## src/rtl/fetch_prefetch_queue.sv

```systemverilog
// Instruction-fetch front end: word reads from a synchronous imem, prefetch FIFO to decode.
// Optional FETCH_STATS_EN adds fetched/flushed word counters.
module fetch_prefetch_queue #(
  parameter int unsigned DEPTH    = 4,
  parameter int unsigned ADDR_W   = 10,
  parameter logic [31:0] RESET_PC = 32'd0
) (
  input  logic                         clk1,
  input  logic                         rst,
  output logic                         imem_rd_en,
  output logic [ADDR_W-1:0]            imem_addr,
  input  logic [31:0]                  imem_rdata,
  input  logic                         redirect_valid,
  input  logic [31:0]                  redirect_pc,
  input  logic                         halt,
  output logic                         id_valid,
  input  logic                         id_ready,
  output logic [31:0]                  id_ir,
  output logic [31:0]                  id_npc,
  output logic [31:0]                  pc,
  output logic [$clog2(DEPTH+1)-1:0]   queue_count
`ifdef FETCH_STATS_EN
  ,
  output logic [31:0]                  stat_fetched,
  output logic [31:0]                  stat_flushed
`endif
);

  localparam int unsigned CNT_W = $clog2(DEPTH + 1);
  localparam int unsigned PTR_W = $clog2(DEPTH);
  localparam logic [CNT_W:0] DEPTH_OCC = (CNT_W + 1)'(DEPTH);

  logic [31:0]      pc_q, pc_d;
  logic [31:0]      tag_q, tag_d;
  logic             inflight_q, inflight_d;
  logic             halted_q, halted_d;
  logic [PTR_W-1:0] wr_ptr_q, wr_ptr_d;
  logic [PTR_W-1:0] rd_ptr_q, rd_ptr_d;
  logic [CNT_W-1:0] count_q, count_d;

  logic [31:0]      ir_mem_q  [DEPTH];
  logic [31:0]      npc_mem_q [DEPTH];

  logic             push;
  logic             pop;
  logic [CNT_W:0]   occ;

  // A redirect in the response cycle kills the in-flight word.
  assign push = inflight_q && !redirect_valid;
  assign pop  = id_valid && id_ready;

  // Occupancy after this edge if nothing new issues: queued + returning - leaving.
  assign occ = {1'b0, count_q} + (CNT_W + 1)'(inflight_q) - (CNT_W + 1)'(pop);

  assign imem_rd_en  = !rst && !halted_q && !redirect_valid && (occ < DEPTH_OCC);
  assign imem_addr   = pc_q[ADDR_W-1:0];
  assign pc          = pc_q;
  assign queue_count = count_q;

  assign id_valid = !rst && (count_q != '0);
  assign id_ir    = id_valid ? ir_mem_q[rd_ptr_q]  : 32'd0;
  assign id_npc   = id_valid ? npc_mem_q[rd_ptr_q] : 32'd0;

  always_comb begin
    pc_d       = pc_q;
    tag_d      = tag_q;
    inflight_d = inflight_q;
    halted_d   = halted_q || halt;
    wr_ptr_d   = wr_ptr_q;
    rd_ptr_d   = rd_ptr_q;
    count_d    = count_q;

    if (redirect_valid) begin
      pc_d       = redirect_pc;
      inflight_d = 1'b0;
      wr_ptr_d   = '0;
      rd_ptr_d   = '0;
      count_d    = '0;
    end else begin
      if (push) begin
        wr_ptr_d = wr_ptr_q + PTR_W'(1);
      end
      if (pop) begin
        rd_ptr_d = rd_ptr_q + PTR_W'(1);
      end
      count_d    = count_q + CNT_W'(push) - CNT_W'(pop);
      inflight_d = imem_rd_en;
      if (imem_rd_en) begin
        tag_d = pc_q;
        pc_d  = pc_q + 32'd1;
      end
    end
  end

  always_ff @(posedge clk1) begin
    if (rst) begin
      pc_q       <= RESET_PC;
      tag_q      <= RESET_PC;
      inflight_q <= 1'b0;
      halted_q   <= 1'b0;
      wr_ptr_q   <= '0;
      rd_ptr_q   <= '0;
      count_q    <= '0;
    end else begin
      pc_q       <= pc_d;
      tag_q      <= tag_d;
      inflight_q <= inflight_d;
      halted_q   <= halted_d;
      wr_ptr_q   <= wr_ptr_d;
      rd_ptr_q   <= rd_ptr_d;
      count_q    <= count_d;
    end
  end

  // Storage needs no reset; count_q alone decides which entries are live.
  always_ff @(posedge clk1) begin
    if (!rst && push) begin
      ir_mem_q[wr_ptr_q]  <= imem_rdata;
      npc_mem_q[wr_ptr_q] <= tag_q + 32'd1;
    end
  end

`ifdef FETCH_STATS_EN
  logic [31:0] stat_fetched_q;
  logic [31:0] stat_flushed_q;

  always_ff @(posedge clk1) begin
    if (rst) begin
      stat_fetched_q <= 32'd0;
      stat_flushed_q <= 32'd0;
    end else begin
      if (push) begin
        stat_fetched_q <= stat_fetched_q + 32'd1;
      end
      if (redirect_valid) begin
        stat_flushed_q <= stat_flushed_q + 32'(count_q) + 32'(inflight_q);
      end
    end
  end

  assign stat_fetched = stat_fetched_q;
  assign stat_flushed = stat_flushed_q;
`endif

`ifndef SYNTHESIS
  always_ff @(posedge clk1) begin
    if (!rst && push && !pop) begin
      assert (count_q < CNT_W'(DEPTH))
        else $error("fetch_prefetch_queue: push into full queue");
    end
  end
`endif

endmodule

```

## config.mk

```make
export PLATFORM = sky130hd
export DESIGN_NAME = fetch_prefetch_queue
export DESIGN_NICKNAME = d
export VERILOG_FILES = /design/src/rtl/fetch_prefetch_queue.sv
export SDC_FILE = /design/constraint.sdc
export NUM_CORES = 1
export LEC_CHECK = 0
export ABC_CLOCK_PERIOD_IN_PS = 6200
export CELL_PAD_IN_SITES_DETAIL_PLACEMENT = 1
export CELL_PAD_IN_SITES_GLOBAL_PLACEMENT = 2
export CORE_UTILIZATION = 42
export CTS_CLUSTER_SIZE = 14
export DETAILED_ROUTE_END_ITERATION = 8
export HOLD_SLACK_MARGIN = 0.03
export PLACE_DENSITY = 0.88
export SYNTH_ARGS = -nofsm -noshare
export SYNTH_HDL_FRONTEND = slang
export SYNTH_SLANG_ARGS = --single-unit
export TNS_END_PERCENT = 50
```

## constraint.sdc

```tcl
create_clock -name clk1 -period 6.2 [get_ports clk1]
set_input_delay 1.24 -clock clk1 [delete_from_list [all_inputs] [get_ports clk1]]
set_output_delay 1.24 -clock clk1 [all_outputs]
set_load 0.01 [all_outputs]
```

* Yosys cells after proc, flatten, opt, wreduce, memory -nomap -nowiden
Memory sizes are Yosys's and may differ from the RTL's. A register that Yosys moved wholly into a read port is not among the register bits.
Cells that the tools add are included.
** Operators by class
- Magnitude comparators :: 1
- Add/sub/neg operators :: 8
- Bitwise operators :: 1
- Mux-type cells :: 10
- Reductions and logical operators :: 15
** Operators by type and width (count)
- $mux 32 :: 4
- $add 32x1->32 const B :: 2
- $mux 2 :: 4
- $logic_and 1x1->1 :: 7
- $add 2x1->2 const B :: 2
- $add 3x1->4 :: 1
- $lt 4x3->1 const B :: 1
- $sub 4x1->4 :: 1
- $add 3x1->3 :: 1
- $logic_not 1->1 :: 3
- $reduce_bool 3->1 :: 1
- $sub 3x1->3 :: 1
- $mux 1 :: 2
- $reduce_and 2->1 :: 1
- $reduce_bool 2->1 :: 1
- $reduce_or 2->1 :: 1
- $logic_or 1x1->1 :: 1
- $not 1->1 :: 1
** Storage, ports and cells
- Bits of input ports :: 69
- Bits in writable memories :: 256
- Memories :: 2
- Flip-flop bits (word level) :: 73
** Memories
- ir_mem_q :: words 4, width 32, read ports 1, clocked after Yosys merged registers in 1, write ports 1, RTL line 41 : logic [31:0] ir_mem_q [DEPTH];
- npc_mem_q :: words 4, width 32, read ports 1, clocked after Yosys merged registers in 1, write ports 1, RTL line 42 : logic [31:0] npc_mem_q [DEPTH];

* Logic depth before layout (Yosys ltp)
- Depth after elaboration :: 8
- Depth in mapped cells :: 12

* Worst setup path before layout
OpenSTA, ideal clock, no wires.
- Path kind :: input-to-output
- Start :: input rst
- End :: output imem_rd_en
- Arrival :: 3.599 ns
- Stages on the path :: 11
- Buffers on the path :: 4
- Path slack :: 1.361 ns
- Cell sequence :: buf_6 nor2_1 nand2_1 or2_2 ha_1 a31oi_1 mux2i_1 clkbuf_1 clkbuf_1 clkbuf_1 nor2_1
** Between the ends
- Longest elaborated chain between the ends :: 6
- Elaborated cells between the ends (all ways) :: 8
- Those cells by class :: add/sub: 1; order compare: 1; reduce/logical: 6
** RTL lines
- from (decl) :: RTL line 9 : input logic rst,
- $logic_not 1->1 * :: RTL line 55, 60
- $logic_and 1x1->1 :: RTL line 60 : assign id_valid = !rst && (count_q != '0);
- $logic_and 1x1->1 :: RTL line 50 : assign pop = id_valid && id_ready;
- $sub 4x1->4 :: RTL line 53 : assign occ = {1'b0, count_q} + (CNT_W + 1)'(inflight_q) - (CNT_W + 1)'(pop);
- $lt 4x3->1 :: RTL line 55 : assign imem_rd_en = !rst && !halted_q && !redirect_valid && (occ < DEPTH_OCC);
- $logic_and 1x1->1 * :: RTL line 55
- to (decl) :: RTL line 10 : output logic imem_rd_en,
Every way passes the cells marked *; elsewhere a longest branch is shown, timed or not.

* Worst setup path after layout
- Start :: input id_ready
- End :: output imem_rd_en
** Between the ends
- Longest elaborated chain between the ends :: 4
** RTL lines
- from (decl) :: RTL line 17 : input logic id_ready,
- $logic_and 1x1->1 :: RTL line 50
- $sub 4x1->4 :: RTL line 53
- $lt 4x3->1 :: RTL line 55
- $logic_and 1x1->1 :: RTL line 55
No other way between the ends.

==> metrics.md <==
| Metric | Value |
|---|---|
| Final Power | `0.00472 W` |
| Inserted Diodes | `0` |
| Tightest Hold Check Type | `reg2reg` |
| Fill cells | `3207` |
| Worst r2r path cells | `10` |
| Hpwl dp | `22100 um` |
| CP Class | `in2out` |
| NumNets Final | `1211` |
| Postcts setup bufs | `0` |
| Sequential share of the synthesized area | `0.653` |
| FMAX | `203 MHz` |
| Placement Cell Area | `0.0162 mm2` |
| Max IR drop VDD | `0.185 mV` |
| R2r endpoint | `pc[22]` |
| Post-synth EDFFs | `256` |
| Critical Path Fanout Max | `4` |
| P&R area growth vs syn | `23.2%` |
| Post-route setup TNS | `0 ps` |
| DRT Wirelength | `34600 um` |
| Critical path cell sequence | `clkdlybuf4s50_1 > nand2_1 > or2_2 > ha_1 > a31oi_1 > mux2i_4 > nor2_1 > clkdlybuf4s50_1` |
| Total GRT Usage | `0.205` |
| Crit path time final | `4940 ps` |
| Synth Net Count | `1056` |
| Lkg Pwr | `5.58 nW` |
| Clock Sinks | `331` |
| Die X-Extent | `185 um` |
| Initial Utilization | `0.429` |
| Hold path endpoint | `tag_q[25]` |
| Top_reg_cell synth | `edfxtp_1` |
| Critical Path RT | `4960 ps` |
| Max stage delay on crit path | `530 ps` |
| CP Launch Type | `input port` |
| DIE HEIGHT | `185 um` |
| Unrepaired setup endpoints after global routing | `false` |
| R2R Path Start | `queue_count[2]` |
| Final setup viols | `0` |
| FP Rows | `66` |
| Slowest cell on crit path | `clkdlybuf4s50_1` |
| IO Pins | `180` |
| Pre-CTS WS | `1240 ps` |
| Vias | `8912` |
| First-pass GRT wire length | `53800 um` |
| Worst-margin pin slew | `992 ps` |
| Overflow left after global routing | `0` |
| Area of the mapped netlist | `0.0141 mm2` |
| Cells on Worst Hold Path | `2` |
| Crit path arrival time | `3700 ps` |
| Synth top area cells | `edfxtp_1 55%, dfxtp_1 11%, mux4_2 10%, and2_1 3.1%, nand3_1 2.3%` |
| Max clock buf depth | `3` |
| CP Capture Type | `output port` |
| Synth Instances | `977` |
| Slew HR | `0.339` |
| Full die area | `0.0342 mm2` |
| Clock Skew | `25.1 ps` |
| Hold path startpoint | `tag_q[25]` |
| Register-to-Register Setup Slack | `2950 ps` |
| Share of cells above drive strength 1 | `0.129` |
| Mean routed wirelength per cell | `21.6 um` |
| Yosys warns | `0` |
| Synthesis-stage register bit count | `331` |
| Synth unique cells | `58` |
| Most used cell, CP | `clkdlybuf4s50_1` |
| DRC | `0` |
| Fin crit share | `0.796` |
| CTS tree | `done` |
| Vias in the first global route | `9412` |
| Post-synth ARST share | `0` |
| Num CTS Buffers | `36` |
| CTS resizes | `0` |
| Clk slew on worst S/H paths | `50 ps` |
| Setup WS post-layout | `1260 ps` |
| Final hold vios | `0` |
| Initial antenna violation count | `0` |
| Hold buffer count at cts | `0` |
| Post-route cell area | `0.0173 mm2` |
| Initial DRC Count | `656` |
| Avg Inst Size Synth | `14.4 um2` |
| Port bufs | `179` |
| Run status | `complete, no violations` |
| Post-DRT Antenna Nets | `0` |
| DR pass1 iterations | `4` |
| Area of the multi-input gates | `0.00451 mm2` |
| Largest net degree at the start of global routing | `83` |
| Slew Limit Fails | `0` |
| Core Box Area | `0.0328 mm2` |
| Area leader, netlist | `edfxtp_1` |
| Worst-Skew Late Latency | `520 ps` |
| Gpl congestion | `0.811` |
| Synth top area share | `0.546` |
| Max-cap violations | `0` |
| Vias per cell | `5.57` |
| Reg area | `0.00919 mm2` |
| Cell Pwr Density | `272 mW/mm2` |
| H-tree depth | `2` |
| CTS Root Cell | `clkbuf_16` |
## layout make-up
| class | count | share of cell area |
|---|---|---|
| tap | 442 | 0.0319 |
| clock inverter | 20 | 0.00887 |
| clock buffer | 43 | 0.0558 |
| sequential | 331 | 0.530 |
| timing repair buffer | 195 | 0.110 |
| inverter | 15 | 0.00325 |
| multi-input combinational | 553 | 0.260 |
## cells in the final DEF, fill, tap and decap left out, types with 3 or more instances in the layout
| cell | netlist | routed |
|---|---|---|
| xnor2_1 | 24 | 24 |
| nor4_1 | 5 | 5 |
| o31ai_1 | 8 | 8 |
| nand2b_1 | 3 | 3 |
| clkbuf_1 | 54 | 4 |
| or4b_1 | 5 | 5 |
| and3_2 | 0 | 4 |
| clkinv_2 | 0 | 7 |
| edfxtp_1 | 256 | 256 |
| and3_1 | 22 | 18 |
| clkbuf_16 | 0 | 37 |
| clkinv_1 | 1 | 8 |
| a311oi_1 | 12 | 12 |
| buf_4 | 10 | 16 |
| nor3_1 | 9 | 8 |
| clkdlybuf4s50_1 | 0 | 178 |
| or4_1 | 8 | 8 |
| xor2_1 | 13 | 13 |
| o211ai_1 | 4 | 4 |
| nand3_1 | 66 | 66 |
| o2111a_1 | 6 | 6 |
| mux4_2 | 64 | 64 |
| or3_1 | 7 | 7 |
| and4_1 | 5 | 5 |
| nand2_1 | 31 | 31 |
| a31oi_1 | 5 | 5 |
| ha_1 | 9 | 9 |
| o21ai_0 | 47 | 47 |
| nand4_1 | 14 | 14 |
| and2_1 | 69 | 69 |
| a21oi_1 | 34 | 34 |
| nor2_1 | 48 | 47 |
| inv_1 | 14 | 14 |
| dfxtp_1 | 75 | 73 |
## how the worst max path moves through the flow
stage / cells after the start / startpoint / end / slack, ps
floorplan: 11 / rst / imem_rd_en / 1360
global placement: 8 / id_ready / imem_rd_en / 1300
detailed placement: 8 / id_ready / imem_rd_en / 1240
CTS: 8 / id_ready / imem_rd_en / 1230
global route: 8 / id_ready / imem_rd_en / 1100
finish: 8 / id_ready / imem_rd_en / 1260
## routing by layer
metal	wire length, um	part of all wire	track usage
met1	15900	0.46	0.284
met2	16300	0.47	0.336
met3	1900	0.055	0.0364
met4	599	0.017	0.0466
met5	0	0	0
## logic make-up (layout without fill, tap and decap cells)
logic type | count (synthesis) | in the layout | synth area share
flip-flops | 331 | 331 | 0.653
AND/OR/NAND/NOR | 307 | 307 | 0.121
AO/OA/AOI/OAI | 131 | 131 | 0.0590
buffers and inverters | 93 | 273 | 0.0286
multiplexers | 68 | 68 | 0.105
XOR/XNOR | 37 | 37 | 0.0230
adder cells (fa/ha/maj) | 10 | 10 | 0.00943
## critical path, delay by kind of cell
family | cells | cell delay, ps
muxes | 1 | 300
buffers and inverters | 2 | 1010
and+or+nand+nor | 3 | 480
adders and majority gates | 1 | 270
AOI/OAI and AO/OA | 1 | 390
## state kept, by name, indices dropped and copies added (netlist names), named ones only
name	count
ir_mem_q	128
npc_mem_q	128
pc	32
tag_q	32
queue_count	3
rd_ptr_q	2
wr_ptr_q	2
halted_q	1
inflight_q	1
## power breakdown
| group | internal (W) | switching (W) | leakage [nW] |
|---|---|---|---|
| registers | 0.00241 | 0.0000477 | 2.94 |
| logic | 0.000119 | 0.000119 | 2.09 |
| clock network | 0.00120 | 0.000833 | 0.551 |
## synthesized netlist by cell type, types with 10 or more instances
library cell  instances
nand4_1              14
nor2_1               48
mux4_2               64
and2_1               69
nand3_1              66
clkbuf_1             54
xnor2_1              24
o21ai_0              47
buf_1                11
inv_1                14
edfxtp_1            256
nand2_1              31
and3_1               22
xor2_1               13
a21oi_1              34
a311oi_1             12
dfxtp_1              75
buf_4                10
## metrics by stage
step / utilization / std cells / hold slack, ps
after floorplan: - / 977 / 459
after global placement: 0.495 / 1536 / 494
after detailed placement: 0.495 / 1536 / 501
after CTS: 0.529 / 1599 / 508
after global routing: 0.529 / 1599 / 541
final: 0.529 / 1599 / 504
Power figures use the tool's default switching activity.
